<file path="src/rtl/uart_rx_fifo.sv">
// Oversampling UART receiver with configurable frame format, 3-sample majority
// voting, glitch rejection, and a show-ahead receive FIFO with per-word error flags.
module uart_rx_fifo #(
  parameter int CLK_HZ     = 100000000,
  parameter int BAUD       = 57600,
  parameter int DATA_BITS  = 8,
  parameter int PARITY     = 0,
  parameter int STOP_BITS  = 1,
  parameter int FIFO_DEPTH = 4
) (
  input  logic                        CLK,
  input  logic                        reset,
  input  logic                        rx_pin,
  output logic [DATA_BITS-1:0]        rx_data,
  output logic                        rx_perr,
  output logic                        rx_ferr,
  output logic                        rx_valid,
  input  logic                        rx_ready,
  output logic                        overrun,
  input  logic                        overrun_clr,
  output logic                        busy,
  output logic [$clog2(FIFO_DEPTH):0] fifo_count
);
  localparam int CLKS_PER_BIT = CLK_HZ / BAUD;
  localparam int HALF         = CLKS_PER_BIT / 2;
  localparam int CNT_W        = $clog2(CLKS_PER_BIT);
  localparam int PTR_W        = $clog2(FIFO_DEPTH);
  localparam int IDX_W        = $clog2(DATA_BITS + 1);
  localparam int WORD_W       = DATA_BITS + 2;
  localparam logic [CNT_W-1:0] CNT_LAST = CNT_W'(CLKS_PER_BIT - 1);
  localparam logic [CNT_W-1:0] SMP0     = CNT_W'(HALF - 1);
  localparam logic [CNT_W-1:0] SMP1     = CNT_W'(HALF);
  localparam logic [CNT_W-1:0] SMP2     = CNT_W'(HALF + 1);
  localparam logic             ODD      = (PARITY == 1);

  typedef enum logic [2:0] {S_IDLE, S_START, S_DATA, S_PARITY, S_STOP} state_t;

  state_t                 state_q, state_d;
  logic                   sync1_q, rxs_q, rxsPrev_q;
  logic [CNT_W-1:0]       cnt_q, cnt_d;
  logic [IDX_W-1:0]       idx_q, idx_d;
  logic [DATA_BITS-1:0]   shift_q, shift_d;
  logic [1:0]             smp_q, smp_d;
  logic                   perr_q, perr_d, ferr_q, ferr_d;
  logic                   resolve, vote, push;
  logic [WORD_W-1:0]      pushWord;

  logic [WORD_W-1:0]      mem_q [FIFO_DEPTH];
  logic [PTR_W-1:0]       wrPtr_q, rdPtr_q;
  logic [PTR_W:0]         count_q, count_d;
  logic                   overrun_q;
  logic                   full, empty, pop, doPush, drop;
  logic [WORD_W-1:0]      head;

  assign resolve  = (cnt_q == SMP2);
  assign vote     = (smp_q[0] & smp_q[1]) | (smp_q[0] & rxs_q) | (smp_q[1] & rxs_q);
  assign pushWord = {shift_q, perr_q, ferr_q | ~vote};

  always_ff @(posedge CLK) begin
    if (reset) begin
      sync1_q   <= 1'b1;
      rxs_q     <= 1'b1;
      rxsPrev_q <= 1'b1;
      state_q   <= S_IDLE;
      cnt_q     <= '0;
      idx_q     <= '0;
      shift_q   <= '0;
      smp_q     <= '0;
      perr_q    <= 1'b0;
      ferr_q    <= 1'b0;
    end else begin
      sync1_q   <= rx_pin;
      rxs_q     <= sync1_q;
      rxsPrev_q <= rxs_q;
      state_q   <= state_d;
      cnt_q     <= cnt_d;
      idx_q     <= idx_d;
      shift_q   <= shift_d;
      smp_q     <= smp_d;
      perr_q    <= perr_d;
      ferr_q    <= ferr_d;
    end
  end

  // The bit counter free-runs modulo CLKS_PER_BIT once a frame starts, so every
  // later bit resolves exactly one bit period after the start-bit vote.
  always_comb begin
    state_d = state_q;
    cnt_d   = cnt_q;
    idx_d   = idx_q;
    shift_d = shift_q;
    smp_d   = smp_q;
    perr_d  = perr_q;
    ferr_d  = ferr_q;
    push    = 1'b0;
    if (state_q != S_IDLE) begin
      cnt_d = (cnt_q == CNT_LAST) ? '0 : cnt_q + CNT_W'(1);
      if (cnt_q == SMP0) smp_d[0] = rxs_q;
      if (cnt_q == SMP1) smp_d[1] = rxs_q;
    end
    case (state_q)
      S_IDLE: begin
        if (rxsPrev_q && !rxs_q) begin
          state_d = S_START;
          cnt_d   = '0;
          idx_d   = '0;
          perr_d  = 1'b0;
          ferr_d  = 1'b0;
        end
      end
      S_START: begin
        if (resolve) begin
          state_d = vote ? S_IDLE : S_DATA;
          idx_d   = '0;
        end
      end
      S_DATA: begin
        if (resolve) begin
          shift_d = {vote, shift_q[DATA_BITS-1:1]};
          if (idx_q == IDX_W'(DATA_BITS - 1)) begin
            idx_d   = '0;
            state_d = (PARITY != 0) ? S_PARITY : S_STOP;
          end else begin
            idx_d = idx_q + IDX_W'(1);
          end
        end
      end
      S_PARITY: begin
        if (resolve) begin
          perr_d  = vote != (^shift_q ^ ODD);
          idx_d   = '0;
          state_d = S_STOP;
        end
      end
      S_STOP: begin
        if (resolve) begin
          ferr_d = ferr_q | ~vote;
          if (idx_q == IDX_W'(STOP_BITS - 1)) begin
            push    = 1'b1;
            state_d = S_IDLE;
          end else begin
            idx_d = idx_q + IDX_W'(1);
          end
        end
      end
      default: state_d = S_IDLE;
    endcase
  end

  assign full   = (count_q == (PTR_W+1)'(FIFO_DEPTH));
  assign empty  = (count_q == '0);
  assign pop    = !empty && rx_ready;
  assign doPush = push && (!full || pop);
  assign drop   = push && full && !pop;

  always_comb begin
    count_d = count_q;
    if (doPush && !pop)      count_d = count_q + (PTR_W+1)'(1);
    else if (pop && !doPush) count_d = count_q - (PTR_W+1)'(1);
  end

  // A drop in the same cycle as a clear leaves overrun set.
  always_ff @(posedge CLK) begin
    if (reset) begin
      wrPtr_q   <= '0;
      rdPtr_q   <= '0;
      count_q   <= '0;
      overrun_q <= 1'b0;
    end else begin
      if (doPush) wrPtr_q <= wrPtr_q + PTR_W'(1);
      if (pop)    rdPtr_q <= rdPtr_q + PTR_W'(1);
      count_q <= count_d;
      if (drop)             overrun_q <= 1'b1;
      else if (overrun_clr) overrun_q <= 1'b0;
    end
  end

  always_ff @(posedge CLK) begin
    if (doPush) mem_q[wrPtr_q] <= pushWord;
  end

  assign head       = mem_q[rdPtr_q];
  assign rx_valid   = !empty;
  assign rx_data    = rx_valid ? head[WORD_W-1:2] : '0;
  assign rx_perr    = rx_valid ? head[1] : 1'b0;
  assign rx_ferr    = rx_valid ? head[0] : 1'b0;
  assign overrun    = overrun_q;
  assign busy       = (state_q != S_IDLE);
  assign fifo_count = count_q;
endmodule

</file>
<file path="config.mk">
export PLATFORM = sky130hd
export DESIGN_NAME = uart_rx_fifo
export DESIGN_NICKNAME = d
export VERILOG_FILES = /design/src/rtl/uart_rx_fifo.sv
export SDC_FILE = /design/constraint.sdc
export NUM_CORES = 1
export LEC_CHECK = 0
export ABC_AREA = 1
export CAP_MARGIN = 10
export CORE_MARGIN = 10
export CORE_UTILIZATION = 59
export DETAILED_ROUTE_END_ITERATION = 8
export PLACE_DENSITY_LB_ADDON = 0.15
export SYNTH_ARGS = -nofsm -noshare
export SYNTH_HDL_FRONTEND = slang
export SYNTH_SLANG_ARGS = --single-unit
</file>
<file path="constraint.sdc">
create_clock -name CLK -period 2.69 [get_ports CLK]
set_input_delay 0.538 -clock CLK [delete_from_list [all_inputs] [get_ports CLK]]
set_output_delay 0.538 -clock CLK [all_outputs]
set_load 0.01 [all_outputs]
</file>
==> impl_results.md <==
- Place WS: 0.0546 ns
- DP Cell Count: 546
- Final setup vio count: 0
- Slowest library cell on the worst path: clkdlybuf4s50_1
- Final hold viol count: 0
- Cells after Synth: 450
- Final WL: 7360 um
- GRT Resource Usage Total: 0.151
- Vias: 2954
- Net count reported at finish: 496
- Share of cells above drive strength 1: 0.105
- Post-DP HPWL: 5200 um
- Antenna cell count: 0
- H-tree levels: 3
- Drt via density: 5.26
- Crit Path Class: register to output pin
- Slew Viols, Final: 0
- Met3 wire length: 311 um
- Synthesis Warnings: 0
- Worst skew pair latency: 0.35 ns
- Critical Path Stages: 4
- Endpoint type of the worst setup path: output pin
- Top post-synthesis cells by area: edfxtp_1, dfxtp_1, nor2_1
- Commonest cells after routing, fill and taps aside: nor2_1, nand2_1, inv_1
- Sequential share of the synthesized area: 0.525
- Startpoint Class: register
- Max layer used: met4
- Initial antenna violation count: 0
- Unrepaired setup endpoints after global routing: no
- GRT Residual Overflow: 0
- Fin crit period: 2.54 ns
- Critical Path End: rx_data[0]
- Rows: 29
- # Max-Cap Violations: 0
- #FFs+latches synth: 83
- Lkg Pwr: 1.65 nW
- Final hold slack: 0.415 ns
- Most common cell after layout, fill and taps aside: nor2_1
- Routed wire length on met2: 3500 um
- Placed inst area: 0.00425 mm2
- Hold-fix buffers, CTS: 0
- First-pass GRT wire length: 12600 um
- Clk slew on worst S/H paths: 0.08 ns
- Worst reg2reg path depth: 13
- Routed Antenna Nets: 0
- Avg WL per Cell: 13.1 um
- Pwr/cell area: 775 mW/mm2
- CTS Buf Count: 9
- VDD IR-drop max: 0.000463 V
- Cell accounting for the most synthesized area: edfxtp_1
- Min-delay worst type: register to register
- Largest net degree at the start of global routing: 21
- Max transition margin: 0.651
- Critical Path, Cell by Cell: inv_1 -> o21ai_0 -> a21oi_1 -> clkdlybuf4s50_1
- Slew @ Worst Pin: 0.523 ns
- First drt pass iteration count: 4
- Die ar.: 0.0103 mm2
- Root Buffer Master: clkbuf_8
- Fin Setup TNS: 0 ns
- Io pins: 21
- Netlist cell types: 37
- PortBufs: 20
- Fmax: 394 MHz
- Synthesized area: 0.00393 mm2
- RD Place Congestion: 0.835
- Final setup margin: 0.154 ns
- Core area: 0.00642 mm2
- Starting Density: 0.612
- Die Y: 102 um
- Clk_skew: 0.00544 ns
- Worst Path Required: 2.15 ns
- M1 wire length: 3450 um
- RR Startpoint: cnt_q[1]
- Syn nets: 466
- Area growth syn-to-layout: 13.1%
- CTS sink cnt: 83
- Top-area cell type share of the netlist area: 0.306
- Clock Path Buffers: 2
- Post-route insts no fill: 562
- Status: finished, final reports clean
- Synthesized area per cell: 8.74 um2
- Buffers and inverters on the worst path: 2
- Reg-to-reg endpoint: fifo_count[2]
- Crit path max-delay family: buffers and inverters
- Maximum fanout along the worst path: 20
- Vias in the first global route: 2759
- Fin crit share: 0.943
- # DRC: 0
- Worst reg-to-reg setup slack: 0.31 ns
- Final instance area: 0.00445 mm2
- Initial DRC count: 156
- CP max stage delay: 0.57 ns
- Chip Width: 102 um
- CTS tree: built
- WP data arrival: 2.00 ns
registers in the layout (all words and copies together), names as in the netlist, named ones only:
name / cells
mem_q: 40
smp_q: 2
state_q: 3
sync1_q: 1
shift_q: 8
ferr_q: 1
cnt_q: 11
wrPtr_q: 2
rxsPrev_q: 1
fifo_count: 3
rxs_q: 1
idx_q: 4
overrun: 1
perr_q: 1
rdPtr_q: 2
cell usage after synthesis, drive strengths merged:
master	instances
xnor2	3
xor2	8
edfxtp	40
o22ai	1
nor2	88
nand4	5
a31oi	1
nor4	2
o21ai	44
nor3	6
nand2	66
nor3b	1
or2	5
fa	1
inv	52
ha	10
clkbuf	8
o31ai	1
o211ai	1
clkinv	1
and2	1
dfxtp	43
buf	2
nand3	21
a21oi	39
what timing repair did:
action | 4_1_cts | 5_1_grt
setup buffers | 0 | 0
resized for setup | 0 | 1
endpoints found under the setup margin | 0 | 2
cell type report:
class                   instances  area, um2
clock buffers                  11        131
clock inverters                 5       63.8
fillers                       522       1980
inverters                      53        203
multi-input cells             304       1620
flip-flops and latches         83       2060
well taps                      77       96.3
repair buffers                 29        268
where the power goes:
part	internal [mW]	switching (mW)	total, mW
combinational	0.474	0.661	1.14
clock	0.434	0.435	0.869
sequential	1.37	0.0673	1.44
stage by stage:
stage / power, mW / utilization
6_report: 3.45 / 0.692
5_1_grt: 3.67 / 0.692
4_1_cts: 3.48 / 0.692
3_5_place_dp: 2.61 / 0.661
3_3_place_gp: 2.59 / 0.661
2_1_floorplan: 2.16 / -
cell families after synthesis:
logic type | count (synthesis) | synth area share
and+or+nand+nor | 195 | 0.230
AOI/OAI and AO/OA | 87 | 0.121
DFF | 83 | 0.525
buffers and inverters | 63 | 0.0630
xor gates and xnor gates | 11 | 0.0245
adders and majority gates | 11 | 0.0369
routing by layer:
| layer | up-vias | global-route usage |
|---|---|---|
| met4 | 0 | 0.0583 |
| met3 | 10 | 0.0381 |
| met1 | 1343 | 0.182 |
| met2 | 59 | 0.255 |
| li1 | 1542 | - |
| met5 | - | 0 |
worst min-delay path by stage:
stage / start / cells after the start / end
floorplan: sync1_q / 1 / rxs_q
global placement: sync1_q / 1 / rxs_q
detailed placement: sync1_q / 1 / rxs_q
CTS: sync1_q / 1 / rxs_q
global route: sync1_q / 1 / rxs_q
finish: sync1_q / 1 / rxs_q
No activity file was read; power rests on OpenSTA's default activity.
